==> src/rtl/music_pkg.sv <==
// Shared definitions for the playback sequencer and the track-length comparator:
// state encoding, track count default, time limits and track-step helpers.
package music_pkg;

   typedef enum logic [1:0] {
      ST_IDLE   = 2'd0,
      ST_SWITCH = 2'd1,
      ST_PLAY   = 2'd2,
      ST_PAUSE  = 2'd3
   } state_t;

   localparam int         NUM_TRACKS_DEF = 3;
   localparam logic [7:0] SEC_MAX        = 8'd59;
   localparam logic [7:0] MIN_MAX        = 8'd99;

   // Tracks are numbered 1..num and wrap in both directions.
   function automatic logic [1:0] track_step_next(input logic [1:0] cur, input int num);
      logic [1:0] last;
      last = 2'(num);
      return (cur >= last) ? 2'd1 : cur + 2'd1;
   endfunction

   function automatic logic [1:0] track_step_prev(input logic [1:0] cur, input int num);
      logic [1:0] last;
      last = 2'(num);
      return (cur <= 2'd1) ? last : cur - 2'd1;
   endfunction

endpackage

==> src/rtl/tick_gen.sv <==
// Seconds prescaler: counts enabled clk cycles 0..TICK_DIV-1 and pulses tick on the wrap.
module tick_gen #(
   parameter int TICK_DIV = 50_000_000
) (
   input  logic clk,
   input  logic rst,
   input  logic en,
   input  logic clr,
   output logic tick
);

   localparam int         W    = (TICK_DIV > 1) ? $clog2(TICK_DIV) : 1;
   localparam logic [W-1:0] LAST = W'(TICK_DIV - 1);

   logic [W-1:0] cnt;

   // A clear in the same cycle suppresses the wrap, so no tick escapes it.
   assign tick = en && !clr && (cnt == LAST);

   always_ff @(posedge clk or posedge rst) begin
      if (rst) begin
         cnt <= '0;
      end else if (clr) begin
         cnt <= '0;
      end else if (en) begin
         cnt <= (cnt == LAST) ? '0 : cnt + W'(1);
      end
   end

endmodule

==> src/rtl/play_sequencer.sv <==
// Music playback sequencer: key-driven play/pause/stop/track control with an
// elapsed-time counter running only while playing.
//
//   state     | meaning
//   ----------+-----------------------------------------------------------
//   ST_IDLE   | stopped; counters zero; next/prev only retune music_reg
//   ST_SWITCH | one-cycle track (re)start; counters zero, track_start=1
//   ST_PLAY   | playing; prescaler and time counters advance
//   ST_PAUSE  | halted; prescaler and counters hold their values
module play_sequencer
   import music_pkg::*;
#(
   parameter int TICK_DIV   = 50_000_000,
   parameter int NUM_TRACKS = NUM_TRACKS_DEF
) (
   input  logic       clk,
   input  logic       rst,
   input  logic       key_play,
   input  logic       key_stop,
   input  logic       key_next,
   input  logic       key_prev,
   input  logic       repeat_one,
   input  logic       track_done,
   output logic [1:0] music_reg,
   output logic [7:0] cnt_sec,
   output logic [7:0] cnt_min,
   output logic       playing,
   output logic       track_start
);

   state_t     state;
   state_t     state_nxt;
   logic [1:0] track_nxt;
   logic       clr_cnt;
   logic       done_q;
   logic       eot;
   logic       sec_tick;

   assign eot = track_done && !done_q && (state == ST_PLAY);

   always_comb begin
      state_nxt = state;
      track_nxt = music_reg;
      if (key_stop) begin
         state_nxt = ST_IDLE;
      end else begin
         unique case (state)
            ST_IDLE: begin
               if (key_next)      track_nxt = track_step_next(music_reg, NUM_TRACKS);
               else if (key_prev) track_nxt = track_step_prev(music_reg, NUM_TRACKS);
               else if (key_play) state_nxt = ST_SWITCH;
            end
            ST_SWITCH: state_nxt = ST_PLAY;
            ST_PLAY: begin
               if (key_next) begin
                  state_nxt = ST_SWITCH;
                  track_nxt = track_step_next(music_reg, NUM_TRACKS);
               end else if (key_prev) begin
                  state_nxt = ST_SWITCH;
                  track_nxt = track_step_prev(music_reg, NUM_TRACKS);
               end else if (eot) begin
                  state_nxt = ST_SWITCH;
                  if (!repeat_one) track_nxt = track_step_next(music_reg, NUM_TRACKS);
               end else if (key_play) begin
                  state_nxt = ST_PAUSE;
               end
            end
            ST_PAUSE: begin
               if (key_next) begin
                  state_nxt = ST_SWITCH;
                  track_nxt = track_step_next(music_reg, NUM_TRACKS);
               end else if (key_prev) begin
                  state_nxt = ST_SWITCH;
                  track_nxt = track_step_prev(music_reg, NUM_TRACKS);
               end else if (key_play) begin
                  state_nxt = ST_PLAY;
               end
            end
            default: state_nxt = ST_IDLE;
         endcase
      end
      // Entering SWITCH or IDLE zeroes time, overriding a coincident second tick.
      clr_cnt = (state_nxt == ST_SWITCH) || (state_nxt == ST_IDLE);
   end

   tick_gen #(.TICK_DIV(TICK_DIV)) u_tick_gen (
      .clk  (clk),
      .rst  (rst),
      .en   (state == ST_PLAY),
      .clr  (clr_cnt),
      .tick (sec_tick)
   );

   always_ff @(posedge clk or posedge rst) begin
      if (rst) begin
         state       <= ST_IDLE;
         music_reg   <= 2'd1;
         cnt_sec     <= 8'd0;
         cnt_min     <= 8'd0;
         playing     <= 1'b0;
         track_start <= 1'b0;
         done_q      <= 1'b0;
      end else begin
         state       <= state_nxt;
         music_reg   <= track_nxt;
         playing     <= (state_nxt == ST_PLAY) || (state_nxt == ST_SWITCH);
         track_start <= (state_nxt == ST_SWITCH);
         done_q      <= track_done;
         if (clr_cnt) begin
            cnt_sec <= 8'd0;
            cnt_min <= 8'd0;
         end else if (sec_tick) begin
            if (cnt_sec == SEC_MAX) begin
               cnt_sec <= 8'd0;
               if (cnt_min != MIN_MAX) cnt_min <= cnt_min + 8'd1;
            end else begin
               cnt_sec <= cnt_sec + 8'd1;
            end
         end
      end
   end

endmodule
==> config.mk <==
export PLATFORM = sky130hd
export DESIGN_NAME = play_sequencer
export DESIGN_NICKNAME = d
export VERILOG_FILES = /design/src/rtl/music_pkg.sv /design/src/rtl/tick_gen.sv /design/src/rtl/play_sequencer.sv
export SDC_FILE = /design/constraint.sdc
export NUM_CORES = 1
export LEC_CHECK = 0
export BUFFER_PORTS_ARGS = -buffer_cell sky130_fd_sc_hd__buf_4
export CAP_MARGIN = 20
export CORE_MARGIN = 2
export CORE_UTILIZATION = 40
export DETAILED_ROUTE_END_ITERATION = 10
export PLACE_DENSITY = 0.6
export SYNTH_ARGS = -nofsm -noshare
export SYNTH_HDL_FRONTEND = slang
export SYNTH_SLANG_ARGS = --single-unit
==> constraint.sdc <==
create_clock -name clk -period 2.8 [get_ports clk]
set_input_delay 0.28 -clock clk [delete_from_list [all_inputs] [get_ports clk]]
set_output_delay 0.28 -clock clk [all_outputs]
set_load 0.05 [all_outputs]
==> flow_metrics.tcl <==
set metrics [dict create \
    portion_of_total_power_attributed_to_combinational_logic 0.355 \
    design.portCount 28 \
    part_of_the_total_power_dissipated_in_sequential_elements 0.367 \
    critPathSlowestCell "sky130_fd_sc_hd__dfrtp_1" \
    synthDominantAreaCellType "sky130_fd_sc_hd__dfrtp_1" \
    share_clk_of_total_power 0.279 \
    filler_cell_count 709 \
    mean_instance_size_in_the_synthesized_netlist_sq_um 9.20 \
    synth.cell_area_sq_mm 0.00300 \
    critical_path.max_fanout 9 \
    final.period_utilization 0.912 \
    num_vias 2622 \
    setup_viol 0 \
    power_density_mw_per_mm2 607 \
    post_cts.repair.setup_buffers 0 \
    htreeDepth 2 \
    drv_cap 0 \
    synth.distinct_cells 57 \
    final-max-slew-violation-count 0 \
    irDropWorstVdd_mv 0.511 \
    clk_transition_reported_paths_ns 0.09 \
    crit_path_cell_trace "ha_2, a21oi_1, nor3_1, a21oi_1, a211o_1, ha_2, nor2_2, and2_4, o31ai_2, buf_4, or3_1, o21ai_0" \
    synth-async-reset-ratio 1.00 \
    ys_seq_elements 49 \
    starting_density_of_the_core 0.413 \
    buffer_ports.inserted 27 \
    floorplan.core_area_sq_mm 0.00725 \
    numPlacedInstances 455 \
    grtUsageTotal 0.185 \
    reg2reg_depth 12 \
    netSwitchingPower_uw 770 \
    num-nets-final 383 \
    finalPower_uw 2160 \
    grt_first_pass_wirelength_mm 12.4 \
    number_of_drc_markers_after_the_initial_detailed_route_iteration 149 \
    grt_setup_unrepaired "no" \
    placement.setup.worst_slack_ns 0.153 \
    remaining_drc_errors 0 \
    routedWlPerCell_um 15.5 \
    layout_cells_sized_above_1 0.212 \
    max_clock_freq_mhz 392 \
    clockBufferDepth 2 \
    grt_antenna_before_repair 0 \
    critPathKind "reg -> reg" \
    top_register "u_tick_gen.cnt" \
    period_needed_ns 2.55 \
    layout.cells.most_common "sky130_fd_sc_hd__dfrtp_1" \
    globalRoute.totalOverflow 0 \
    hold-worst-slack_ns 0.00509 \
    detail_route.wirelength_mm 7.19 \
    synth.yosys.seq_area_share 0.409 \
    hold_violations 0 \
    cellLeakagePower_uw 0.00152 \
    instances_no_fill 463 \
    maximum_number_of_pins_on_one_net_before_global_route_repair 29 \
    timing_worst_slew_pin_value_ns 0.554 \
    synthCells 326 \
    dr.pass1.iters 5 \
    synth-main-ff-cell "sky130_fd_sc_hd__dfrtp_1" \
    worstHoldPathType "in -> async" \
    die_w_um 90.6 \
    site_row_count 31 \
    count_of_hold_fix_buffers_inserted_at_cts 0 \
    timing.setup.tns_ns 0 \
    cp-end-kind "flip-flop" \
    p_sw_frac 0.356 \
    tritoncts "built" \
    mostFrequentLayoutCells "sky130_fd_sc_hd__dfrtp_1, sky130_fd_sc_hd__buf_4, sky130_fd_sc_hd__nand3_1, sky130_fd_sc_hd__nand2_1, sky130_fd_sc_hd__a21oi_1" \
    worst_slack_ns 0.247 \
    crit_path_start_kind "flip-flop" \
    area_growth_syn_to_layout_pct 18.6 \
    synthDominantCellAreaShare 0.401 \
    vias_cell 5.66 \
    synth_area_leaders "sky130_fd_sc_hd__dfrtp_1, sky130_fd_sc_hd__ha_1, sky130_fd_sc_hd__nand3_1, sky130_fd_sc_hd__a21oi_1, sky130_fd_sc_hd__nand2_1" \
    n_antenna_cell 0 \
    vias_in_the_first_global_route 2454 \
    largest_register_ff_count 26 \
    largestRegisters "u_tick_gen.cnt: 26 flops, cnt_min: 8 flops, cnt_sec: 8 flops" \
    hpwlAfterDp_mm 5.19 \
    intPower_uw 1390 \
    synth.yosys.warnings 0 \
    synth-edff-count 0 \
    worstSkewPairLatency_ns 0.30 \
    required_ns 3.03 \
    outcome "complete, no violations" \
    tritoncts.num_buffers 5 \
    die_area_sq_mm 0.00821 \
    antenna_violating_nets_post_route 0 \
    cp_data_arrival_time_ns 2.78 \
    die_h_um 90.6 \
    syn_nets 346 \
    gp_congestion 0.863 \
    clock-skew-final_ns 0.00685 \
    max_stage_delay_ns 0.45 \
    cts_sinks 49 \
    worst_slew_margin_rel 0.626 \
    clk_root_buffer_cell "sky130_fd_sc_hd__clkbuf_8" \
]
[area by class of cell]
class                      instances  area, sq um  area share
clock buffer                       5         68.8      0.0193
sequential                        49         1230       0.345
multi-input combinational        249         1680       0.473
inverter                          15         56.3      0.0158
tap                               99          124      0.0348
clock inverter                     3         65.1      0.0183
timing repair buffer              43          335      0.0942
[Yosys cell counts (3+ instances only)]
library cell and n:
sky130_fd_sc_hd__inv_1 15, sky130_fd_sc_hd__nand4_1 10, sky130_fd_sc_hd__xnor2_1 6, sky130_fd_sc_hd__a311oi_1 3
sky130_fd_sc_hd__mux2i_1 6, sky130_fd_sc_hd__nor4_1 5, sky130_fd_sc_hd__or3_1 13, sky130_fd_sc_hd__buf_2 5
sky130_fd_sc_hd__nor3_1 7, sky130_fd_sc_hd__a21oi_1 21, sky130_fd_sc_hd__a31oi_1 12, sky130_fd_sc_hd__nand3_1 29
sky130_fd_sc_hd__a41oi_1 3, sky130_fd_sc_hd__and2_1 3, sky130_fd_sc_hd__and4_1 4, sky130_fd_sc_hd__dfrtp_1 48
sky130_fd_sc_hd__ha_1 12, sky130_fd_sc_hd__and3_1 9, sky130_fd_sc_hd__o21ai_0 15, sky130_fd_sc_hd__nand3b_1 3
sky130_fd_sc_hd__nor2_1 20, sky130_fd_sc_hd__nand2_1 25, sky130_fd_sc_hd__nand2b_1 4, sky130_fd_sc_hd__clkbuf_1 7
[worst max-delay path, delay by kind of cell (launching register included)]
kind | cells | cell delay, ns
buf+inv | 1 | 0.19
simple gates | 4 | 0.75
fa+ha+maj | 2 | 0.45
flops | 1 | 0.45
compound gates | 5 | 0.65
[repair_timing]
action,4_1_cts,5_1_grt
hold endpoints to repair,0,0
endpoints found under the setup margin,0,10
gates resized for setup,0,6
[path summary, 6_finish.rpt]
path,start,end,slack [ns]
worst max-delay path,state[1]$_DFF_PP0_,u_tick_gen.cnt[4]$_DFFE_PP0P_,0.25
worst min-delay path,rst,music_reg[1]$_DFFE_PP0P_,0.005
worst max register to register,state[1]$_DFF_PP0_,u_tick_gen.cnt[4]$_DFFE_PP0P_,0.25
worst min register to register,u_tick_gen.cnt[22]$_DFFE_PP0P_,u_tick_gen.cnt[22]$_DFFE_PP0P_,0.50
max in group asynchronous,rst,playing$_DFF_PP0_,2.04
min in group clk,track_done,done_q$_DFF_PP0_,0.09
[per-stage QoR]
step                 util  area (sq um)
floorplan               -          3010
global placement    0.469          3400
detailed placement  0.470          3410
CTS                 0.489          3540
global route        0.491          3560
finish              0.491          3560
[logic make-up after synthesis]
| kind of cell | synth area share |
|---|---|
| xor+xnor | 0.0204 |
| buf+inv | 0.0384 |
| fa+ha+maj | 0.0501 |
| flops | 0.409 |
| mux | 0.0275 |
| simple gates | 0.300 |
| compound gates | 0.154 |
[power by group through the flow]
stage	logic [uW]	registers, uW	clock network [uW]
final	766	793	602
after global routing	843	800	656
after global placement	746	804	0
after detailed placement	759	805	0
after CTS	761	793	615
after floorplan	423	892	0
[metal layers]
| layer | global-route usage | part of all wire | vias up |
|---|---|---|---|
| met4 | 0.0526 | 0.012 | 0 |
| met3 | 0.0392 | 0.035 | 6 |
| met1 | 0.272 | 0.50 | 1283 |
| met2 | 0.274 | 0.45 | 43 |
| li1 | - | - | 1290 |
| met5 | 0 | 0 | - |
Note: power is estimated with default switching activity, not from simulation.
